===== src/rtl/alu_mc.sv =====
// ============================================================================
// Module   : alu_mc
// Purpose  : Multi-cycle ALU with START/BUSY/DONE handshake, iterative shifts
//            and optional iterative multiply (enabled by ALU_MC_MUL_EN).
// Revision : 1.0 - initial release
// ============================================================================
`timescale 1ns/1ps
`default_nettype none

module alu_mc #(
    parameter int WIDTH   = 8,
    parameter int SHAMT_W = $clog2(WIDTH)
) (
    input  logic             clk,
    input  logic             rst_n,
    input  logic             start,
    input  logic [2:0]       select,
    input  logic [WIDTH-1:0] datain1,
    input  logic [WIDTH-1:0] datain2,
    output logic [WIDTH-1:0] result,
    output logic             zero,
    output logic             neg,
    output logic             carry,
    output logic             ovf,
    output logic             busy,
    output logic             done,
    output logic             illegal
);

    // Counter must hold WIDTH for the multiply, one bit wider than a shift amount
    localparam int               CNT_W   = SHAMT_W + 1;
    localparam logic [CNT_W-1:0] CNT_ONE = CNT_W'(1);

    localparam logic [2:0] OP_FWD = 3'b000;
    localparam logic [2:0] OP_ADD = 3'b001;
    localparam logic [2:0] OP_AND = 3'b010;
    localparam logic [2:0] OP_OR  = 3'b011;
    localparam logic [2:0] OP_SLL = 3'b100;
    localparam logic [2:0] OP_SRL = 3'b101;
    localparam logic [2:0] OP_SRA = 3'b110;

    typedef enum logic [1:0] {
        S_IDLE  = 2'd0,
        S_SHIFT = 2'd1
`ifdef ALU_MC_MUL_EN
        , S_MUL = 2'd2
`endif
    } state_t;

    state_t           state;
    logic [CNT_W-1:0] cnt;
    logic [2:0]       op_q;
    logic [WIDTH-1:0] sh_q;

    logic [WIDTH:0]     add_full;
    logic [SHAMT_W-1:0] shamt;
    logic               is_shift;
    logic               go_shift;
    logic               go_mul;
    logic               last;

    logic [WIDTH-1:0] sc_res;
    logic             sc_carry;
    logic             sc_ovf;
    logic             sc_illegal;

    logic [WIDTH-1:0] sh_next;
    logic             sh_out;

    logic             fin;
    logic [WIDTH-1:0] fin_res;
    logic             fin_carry;
    logic             fin_ovf;
    logic             fin_ill;

    assign add_full = {1'b0, datain1} + {1'b0, datain2};
    assign shamt    = datain2[SHAMT_W-1:0];
    assign is_shift = (select == OP_SLL) || (select == OP_SRL) || (select == OP_SRA);
    assign go_shift = is_shift && (shamt != '0);
    assign last     = (cnt == CNT_ONE);

`ifdef ALU_MC_MUL_EN
    logic [WIDTH-1:0] mcand_q;
    logic [WIDTH-1:0] prod_hi_q;
    logic [WIDTH-1:0] prod_lo_q;
    logic [WIDTH:0]   mul_sum;
    logic [WIDTH-1:0] mul_hi_next;
    logic [WIDTH-1:0] mul_lo_next;

    assign go_mul      = (select == 3'b111);
    assign mul_sum     = {1'b0, prod_hi_q} + (prod_lo_q[0] ? {1'b0, mcand_q} : '0);
    assign mul_hi_next = mul_sum[WIDTH:1];
    assign mul_lo_next = {mul_sum[0], prod_lo_q[WIDTH-1:1]};
`else
    assign go_mul = 1'b0;
`endif

    // Results of the ops that complete on the start edge (shift by 0 passes A through)
    always_comb begin
        sc_res     = '0;
        sc_carry   = 1'b0;
        sc_ovf     = 1'b0;
        sc_illegal = 1'b0;
        case (select)
            OP_FWD: sc_res = datain2;
            OP_ADD: begin
                sc_res   = add_full[WIDTH-1:0];
                sc_carry = add_full[WIDTH];
                sc_ovf   = (datain1[WIDTH-1] == datain2[WIDTH-1]) &&
                           (add_full[WIDTH-1] != datain1[WIDTH-1]);
            end
            OP_AND: sc_res = datain1 & datain2;
            OP_OR:  sc_res = datain1 | datain2;
            OP_SLL, OP_SRL, OP_SRA: sc_res = datain1;
            default: begin
`ifndef ALU_MC_MUL_EN
                sc_illegal = 1'b1;
`endif
            end
        endcase
    end

    always_comb begin
        sh_next = sh_q;
        sh_out  = 1'b0;
        case (op_q)
            OP_SLL: begin
                sh_next = {sh_q[WIDTH-2:0], 1'b0};
                sh_out  = sh_q[WIDTH-1];
            end
            OP_SRL: begin
                sh_next = {1'b0, sh_q[WIDTH-1:1]};
                sh_out  = sh_q[0];
            end
            default: begin
                sh_next = {sh_q[WIDTH-1], sh_q[WIDTH-1:1]};
                sh_out  = sh_q[0];
            end
        endcase
    end

    always_comb begin
        fin       = 1'b0;
        fin_res   = sc_res;
        fin_carry = sc_carry;
        fin_ovf   = sc_ovf;
        fin_ill   = sc_illegal;
        case (state)
            S_IDLE: fin = start && !go_shift && !go_mul;
            S_SHIFT: begin
                fin       = last;
                fin_res   = sh_next;
                fin_carry = sh_out;
                fin_ovf   = 1'b0;
                fin_ill   = 1'b0;
            end
`ifdef ALU_MC_MUL_EN
            S_MUL: begin
                fin       = last;
                fin_res   = mul_lo_next;
                fin_carry = |mul_hi_next;
                fin_ovf   = 1'b0;
                fin_ill   = 1'b0;
            end
`endif
            default: fin = 1'b0;
        endcase
    end

    always_ff @(posedge clk or negedge rst_n) begin
        if (!rst_n) begin
            state   <= S_IDLE;
            cnt     <= '0;
            op_q    <= '0;
            sh_q    <= '0;
            result  <= '0;
            zero    <= 1'b0;
            neg     <= 1'b0;
            carry   <= 1'b0;
            ovf     <= 1'b0;
            busy    <= 1'b0;
            done    <= 1'b0;
            illegal <= 1'b0;
`ifdef ALU_MC_MUL_EN
            mcand_q   <= '0;
            prod_hi_q <= '0;
            prod_lo_q <= '0;
`endif
        end else begin
            done <= fin;
            if (fin) begin
                result  <= fin_res;
                zero    <= (fin_res == '0);
                neg     <= fin_res[WIDTH-1];
                carry   <= fin_carry;
                ovf     <= fin_ovf;
                illegal <= fin_ill;
            end
            case (state)
                S_IDLE: begin
                    if (start) begin
                        op_q <= select;
                        if (go_shift) begin
                            state <= S_SHIFT;
                            busy  <= 1'b1;
                            cnt   <= {1'b0, shamt};
                            sh_q  <= datain1;
                        end
`ifdef ALU_MC_MUL_EN
                        else if (go_mul) begin
                            state     <= S_MUL;
                            busy      <= 1'b1;
                            cnt       <= CNT_W'(WIDTH);
                            mcand_q   <= datain1;
                            prod_hi_q <= '0;
                            prod_lo_q <= datain2;
                        end
`endif
                    end
                end
                S_SHIFT: begin
                    sh_q <= sh_next;
                    cnt  <= cnt - CNT_ONE;
                    if (last) begin
                        state <= S_IDLE;
                        busy  <= 1'b0;
                    end
                end
`ifdef ALU_MC_MUL_EN
                S_MUL: begin
                    prod_hi_q <= mul_hi_next;
                    prod_lo_q <= mul_lo_next;
                    cnt       <= cnt - CNT_ONE;
                    if (last) begin
                        state <= S_IDLE;
                        busy  <= 1'b0;
                    end
                end
`endif
                default: begin
                    state <= S_IDLE;
                    busy  <= 1'b0;
                end
            endcase
        end
    end

endmodule

`default_nettype wire


===== config.mk =====
export PLATFORM = sky130hd
export DESIGN_NAME = alu_mc
export DESIGN_NICKNAME = d
export VERILOG_FILES = /design/src/rtl/alu_mc.sv
export SDC_FILE = /design/constraint.sdc
export NUM_CORES = 1
export LEC_CHECK = 0
export BUFFER_PORTS_ARGS = -buffer_cell sky130_fd_sc_hd__buf_4
export CORE_ASPECT_RATIO = 0.5
export CORE_MARGIN = 1.5
export CORE_UTILIZATION = 60
export CTS_CLUSTER_DIAMETER = 100
export CTS_CLUSTER_SIZE = 16
export DETAILED_ROUTE_END_ITERATION = 8
export PLACE_DENSITY = 0.92
export SETUP_SLACK_MARGIN = 0.02
export SYNTH_ARGS = -nofsm -noshare
export SYNTH_HDL_FRONTEND = slang
export SYNTH_SLANG_ARGS = --single-unit
export TNS_END_PERCENT = 5

===== constraint.sdc =====
create_clock -name clk -period 3.3 [get_ports clk]
set_input_delay 0.33 -clock clk [delete_from_list [all_inputs] [get_ports clk]]
set_output_delay 0.33 -clock clk [all_outputs]
set_load 0.01 [all_outputs]

==> results.cfg, run 1 <==
[outcome]
status = finished, final reports clean

[timing]
slew_headroom_pct = 44.8
hold_viol_final = 0
period_needed_ns = 2.34
drv_slew = 0
rsz0062_at_grt = false
setup_viol = 0
maxClockFrequency_mhz = 427
tightest_slew_ns = 0.826
fin_worst_skew_ns = 0.00380
tns_ns = 0
period_share_pct = 71.0

[worst_setup_path]
path_common_cell = buf_4
cp_num_buf_inv = 2
path_class = flip-flop to flip-flop
cp.arrival_ns = 2.52
r2r-end = zero
crit_fanout = 15
end_kind = flip-flop
startpoint_type = flip-flop
rrSetupSlack_ns = 0.96
reg2regPathDepth = 8
worstPathRequired_ns = 3.48
path_delay_family = simple AND/OR/NAND/NOR gates
path_cells = buf_4 > nor4b_1 > buf_4 > or3b_2 > mux2i_1 > a211oi_1 > nand3_1 > o31ai_2
r2r-start = busy
slowest_delay_ns = 0.51
crit_slowest_cell = dfrtp_1

[synth]
synth_top_area_share_pct = 31.2
yosys_warnings = 0
synthFlopType = dfrtp_1
synth_commonest_cells = a21oi_1, nand2_1, dfrtp_1, nor2_1, inv_1
syn_inst = 282
synth_edf_count = 0
syn_area_um2 = 2330
yosysSeqAreaShare_pct = 31.2
synth.area.top_cells = dfrtp_1, ha_1, a21oi_1, nand2_1, nor2_1
ys_types = 55
synth-seq-cells = 29
synth_largest_area_cell = dfrtp_1
yosysMostFrequentCell = a21oi_1
postSynthNetCount = 323
async_reset_ff_share_pct = 100
avgSynthCellArea_um2 = 8.26

[global_routing]
grt_pass1_vias = 2203
antenna_found_initial = 0
grt_pass1_wl_mm = 10.4
grt_use_total_pct = 32.0
grt_overflow = 0
grt_max_degree = 30

[floorplan]
io_pins = 37
fp-row-count = 15
start_util_pct = 65.3
die_area_um2 = 4290
die_x_um = 91.1
core-area_um2 = 3570
die_h_um = 47.1

[final_layout]
num_antenna_cells = 0
drive_above_1_share_pct = 18.1
area_growth_pct = 17.2
fin_util_pct = 76.5
final_area_um2 = 2730
stdcell_count = 366
nets = 355

[clocking]
cts_tree = done
clock-root-buffer = clkbuf_8
clkSinkCount = 29
worst_skew_pair.late_latency_ns = 0.29
h-tree-depth = 2
post_cts_resized = 0
path_clk_slew_ns = 0.07
clock_path_buffers = 2
cts_hold_buf = 1
cts_buffers = 5
post_cts_buffers = 0

[min_path]
min_to = cnt[2]
min_from = datain2[2]
min_delay_path_depth = 3
hold_class = input pin to flip-flop

[placed_design]
hpwl_mm = 4.73
dpl.cell_count = 357
io_buffer_count = 36
gp_congestion = 0.930
placed_area_um2 = 2620

[routing]
wl_per_cell_um = 17.6
routed_wl_mm = 6.45
ant_nets = 0
drtPass1Iterations = 6
drcViolationCount = 0
viasPerCell = 6.55
num_vias = 2397
drt_iter0_markers = 223

[power_and_ir_drop]
p_total_mw = 2.04
power_density_nw_per_um2 = 748
leakage_nw = 1.27
ir_worst_vdd_mv = 0.440

[run]
maxCapViolations = 0
==> tightest hold or removal path, cell delays in order <==
cell     delay [ns]
buf_4          0.13
mux2i_1        0.07
a21oi_1        0.13
==> worst max-delay path by stage <==
stage	start	end	slack, ns	cells after the start
6_report	busy	zero	0.96	8
5_1_grt	busy	zero	0.84	8
2_1_floorplan	datain1[6]	result[7]	1.22	8
3_3_place_gp	datain1[0]	zero	0.95	9
3_5_place_dp	datain1[0]	zero	0.82	9
4_1_cts	busy	zero	0.98	8
==> routing by layer <==
metal	up-vias	part of all wire, %	GRT usage, %
met2	155	44	52.8
met1	1131	43	39.5
met4	0	3.3	16.6
met3	38	10	10.0
li1	1073	-	-
met5	-	0	0
==> where the power goes <==
group	switching (mW)	internal, mW
clock network	0.146	0.188
registers	0.164	0.525
logic	0.583	0.435
total	0.893	1.15
==> sequential cells by signal, indices dropped and copies added, names as in the netlist <==
signal / flops
busy: 1
illegal: 1
carry: 1
result: 8
ovf: 1
zero: 1
sh_q: 8
done: 1
op_q: 3
cnt: 4
==> cell type report <==
type                       count  area [µm²]
clock inverter                 1        5.00
clock buffer                   7        96.3
tap                           51        63.8
inverter                      22        82.6
sequential                    29         726
multi-input combinational    216        1450
fill                         254         837
timing repair buffer          40         303
==> placed cells by master, fill, tap and decap left out, drive strengths merged, types with 3 or more instances in the layout <==
master,count
xnor2,4
o211ai,3
inv,22
clkbuf,7
o21ai,13
ha,18
a21o,3
mux2,3
a211oi,12
nor2,25
buf,39
nor4bb,3
mux2i,5
nand2b,5
a31oi,3
nand2,31
nand3,5
nor3,3
nor4b,3
o31ai,4
dfrtp,29
nor2b,3
a21oi,37
==> per-stage QoR <==
step	setup WS, ns	hold WS (ns)
final	0.956	0.417
after global routing	0.844	0.403
after CTS	0.984	0.408
after detailed placement	0.821	0.276
after global placement	0.947	0.266
after floorplan	1.22	0.0344
==> cells by family (layout without fill, tap and decap cells) <==
logic type / after synthesis / count (layout) / share of synthesized area, %
simple gates: 90 / 90 / 19.2
xor+xnor: 6 / 6 / 2.26
buf+inv: 37 / 70 / 6.45
compound gates: 93 / 93 / 26.8
mux: 8 / 8 / 3.60
flops: 29 / 29 / 31.2
fa+ha+maj: 19 / 19 / 10.5
Note: power is estimated with default switching activity, not from simulation.
==> inputs of run 2 (changes only) <==
Settings changed: CORE_UTILIZATION 60 to 57, PLACE_DENSITY 0.92 to 0.88.
Clock period 3.3 ns to 2.4 ns, I/O delays scaled along.
==> run 2 against run 1 <==
Compared with the run above:
- global-route usage shrank 1.9 points
- critical endpoint unchanged
- flip-flop and latch count is the same
- maximum frequency grew 6.3%
- register-to-register slack lost 0.76 ns
- critical path depth shrank 1
- total power grew 42%
- non-clock buffer count grew 8
- largest power group unchanged
- wire length grew 6.4%
- count of clock-buffer cells in the layout is the same
- via count shrank 3.1%
==> results.cfg, run 2 (synthesized netlist as in run 1, its figures left out) <==
[outcome]
status = finished, final reports clean

[final_layout]
num_antenna_cells = 0
reg_top3 = result x8, sh_q x8, cnt x4
area_growth_pct = 19.9
mostFrequentLayoutCell = buf_4
layout_common_cells = buf_4, a21oi_1, nand2_1, dfrtp_1, nor2_1
nets = 363
drive_above_1_share_pct = 20.1

[worst_setup_path]
crit_slowest_cell = or3b_1
crit_fanout = 6
reg2regPathDepth = 7
r2r-end = zero
end_kind = flip-flop
slowest_delay_ns = 0.53
startpoint_type = flip-flop
path_class = flip-flop to flip-flop
r2r-start = op_q[1]
path_cells = or3b_1 > a211oi_2 > a311oi_1 > buf_4 > nor3_2 > nand4_1 > o31ai_2
cp.arrival_ns = 2.40
worstPathRequired_ns = 2.60
rrSetupSlack_ns = 0.20

[global_routing]
grt-busiest-layer = met2
met2_usage_pct = 49.9
grt_use_met3_pct = 8.10
grt_max_degree = 30
antenna_found_initial = 0
grt_pass1_vias = 2008
grt_overflow = 0
grt_pass1_wl_mm = 9.98
grt_use_total_pct = 30.1
met1_usage_pct = 39.7

[run]
maxCapViolations = 0

[power_and_ir_drop]
leakage_nw = 1.31
ir_worst_vdd_mv = 0.623
p_total_mw = 2.90
power_density_nw_per_um2 = 1040

[timing]
setup_viol = 0
rsz0062_at_grt = false
slew_headroom_pct = 63.9
fin_worst_skew_ns = 0.00467
maxClockFrequency_mhz = 454
hold_viol_final = 0
tns_ns = 0
drv_slew = 0
period_needed_ns = 2.20
tightest_slew_ns = 0.534
period_share_pct = 91.9
finalWorstSetupSlack_ns = 0.195

[floorplan]
fp-row-count = 16
start_util_pct = 59.6
core-area_um2 = 3900
die_x_um = 93.4
die_area_um2 = 4500
die_h_um = 48.2
io_pins = 37

[clocking]
cts_buffers = 5
post_cts_resized = 0
h-tree-depth = 2
worst_skew_pair.late_latency_ns = 0.29
clkSinkCount = 29
clock_path_buffers = 2
clock-root-buffer = clkbuf_8
path_clk_slew_ns = 0.07
cts_tree = done

[routing]
viasPerCell = 6.16
wl_per_cell_um = 18.2
ant_nets = 0
routed_wl_mm = 6.87
drtPass1Iterations = 5
drcViolationCount = 0
drt_iter0_markers = 230
num_vias = 2322

[placed_design]
place_ws_ns = 0.00590
gp_congestion = 0.928
io_buffer_count = 36
hpwl_mm = 5.06

[min_path]
hold_class = input pin to flip-flop
min_from = datain2[2]
min_to = cnt[2]
min_delay_path_depth = 3
run 2: changes by cell type in the layout (fill, tap and decap cells not counted):
cell / change
buf_4: +8
run 2: final cells by class:
cell class	count	area, µm²
repair buffers	48	363
clock inverters	1	5.00
multi-input cells	216	1450
inverters	22	82.6
well taps	54	67.6
clock buffers	7	96.3
fillers	317	1110
flip-flops and latches	29	726
run 2: metrics by stage:
step           hold slack [ns]  util, %  cells  instance area, µm²
2_1_floorplan          -0.0556        -    282                2330
3_3_place_gp             0.179     68.7    368                2680
3_5_place_dp             0.189     68.7    368                2680
4_1_cts                  0.298     71.5    377                2790
5_1_grt                  0.312     71.5    377                2790
6_report                 0.300     71.5    377                2790
run 2: critical path, delay by kind of cell, from the launching register on:
kind                   cells  cell delay, ns
AND/OR/NAND/NOR            3            0.84
AO/OA/AOI/OAI              3            0.65
flip-flops                 1            0.45
buffers and inverters      1            0.17
run 2: power by group:
part / switching [mW] / internal (mW)
clock: 0.206 / 0.259
sequential: 0.218 / 0.722
combinational: 0.842 / 0.650
total: 1.27 / 1.63
run 2: routing by layer:
metal | part of all wire, % | up-vias
li1 | - | 1080
met1 | 43 | 1106
met2 | 46 | 117
met5 | 0 | -
met4 | 2.0 | 0
met3 | 9.5 | 19
run 2: worst max-delay path by stage:
stage	startpoint	end	slack [ns]	cells past startpoint
6_report	op_q[1]	zero	0.20	7
5_1_grt	op_q[1]	zero	0.11	7
4_1_cts	op_q[1]	zero	0.24	7
3_5_place_dp	datain1[0]	zero	0.006	9
3_3_place_gp	datain1[0]	zero	0.09	9
2_1_floorplan	datain1[6]	result[7]	0.41	8
run 2: what timing repair did:
| item | 4_1_cts | 5_1_grt |
|---|---|---|
| endpoints found under the hold margin | 29 | 0 |
| buffers inserted | 0 | 0 |
| hold buffers | 1 | 0 |
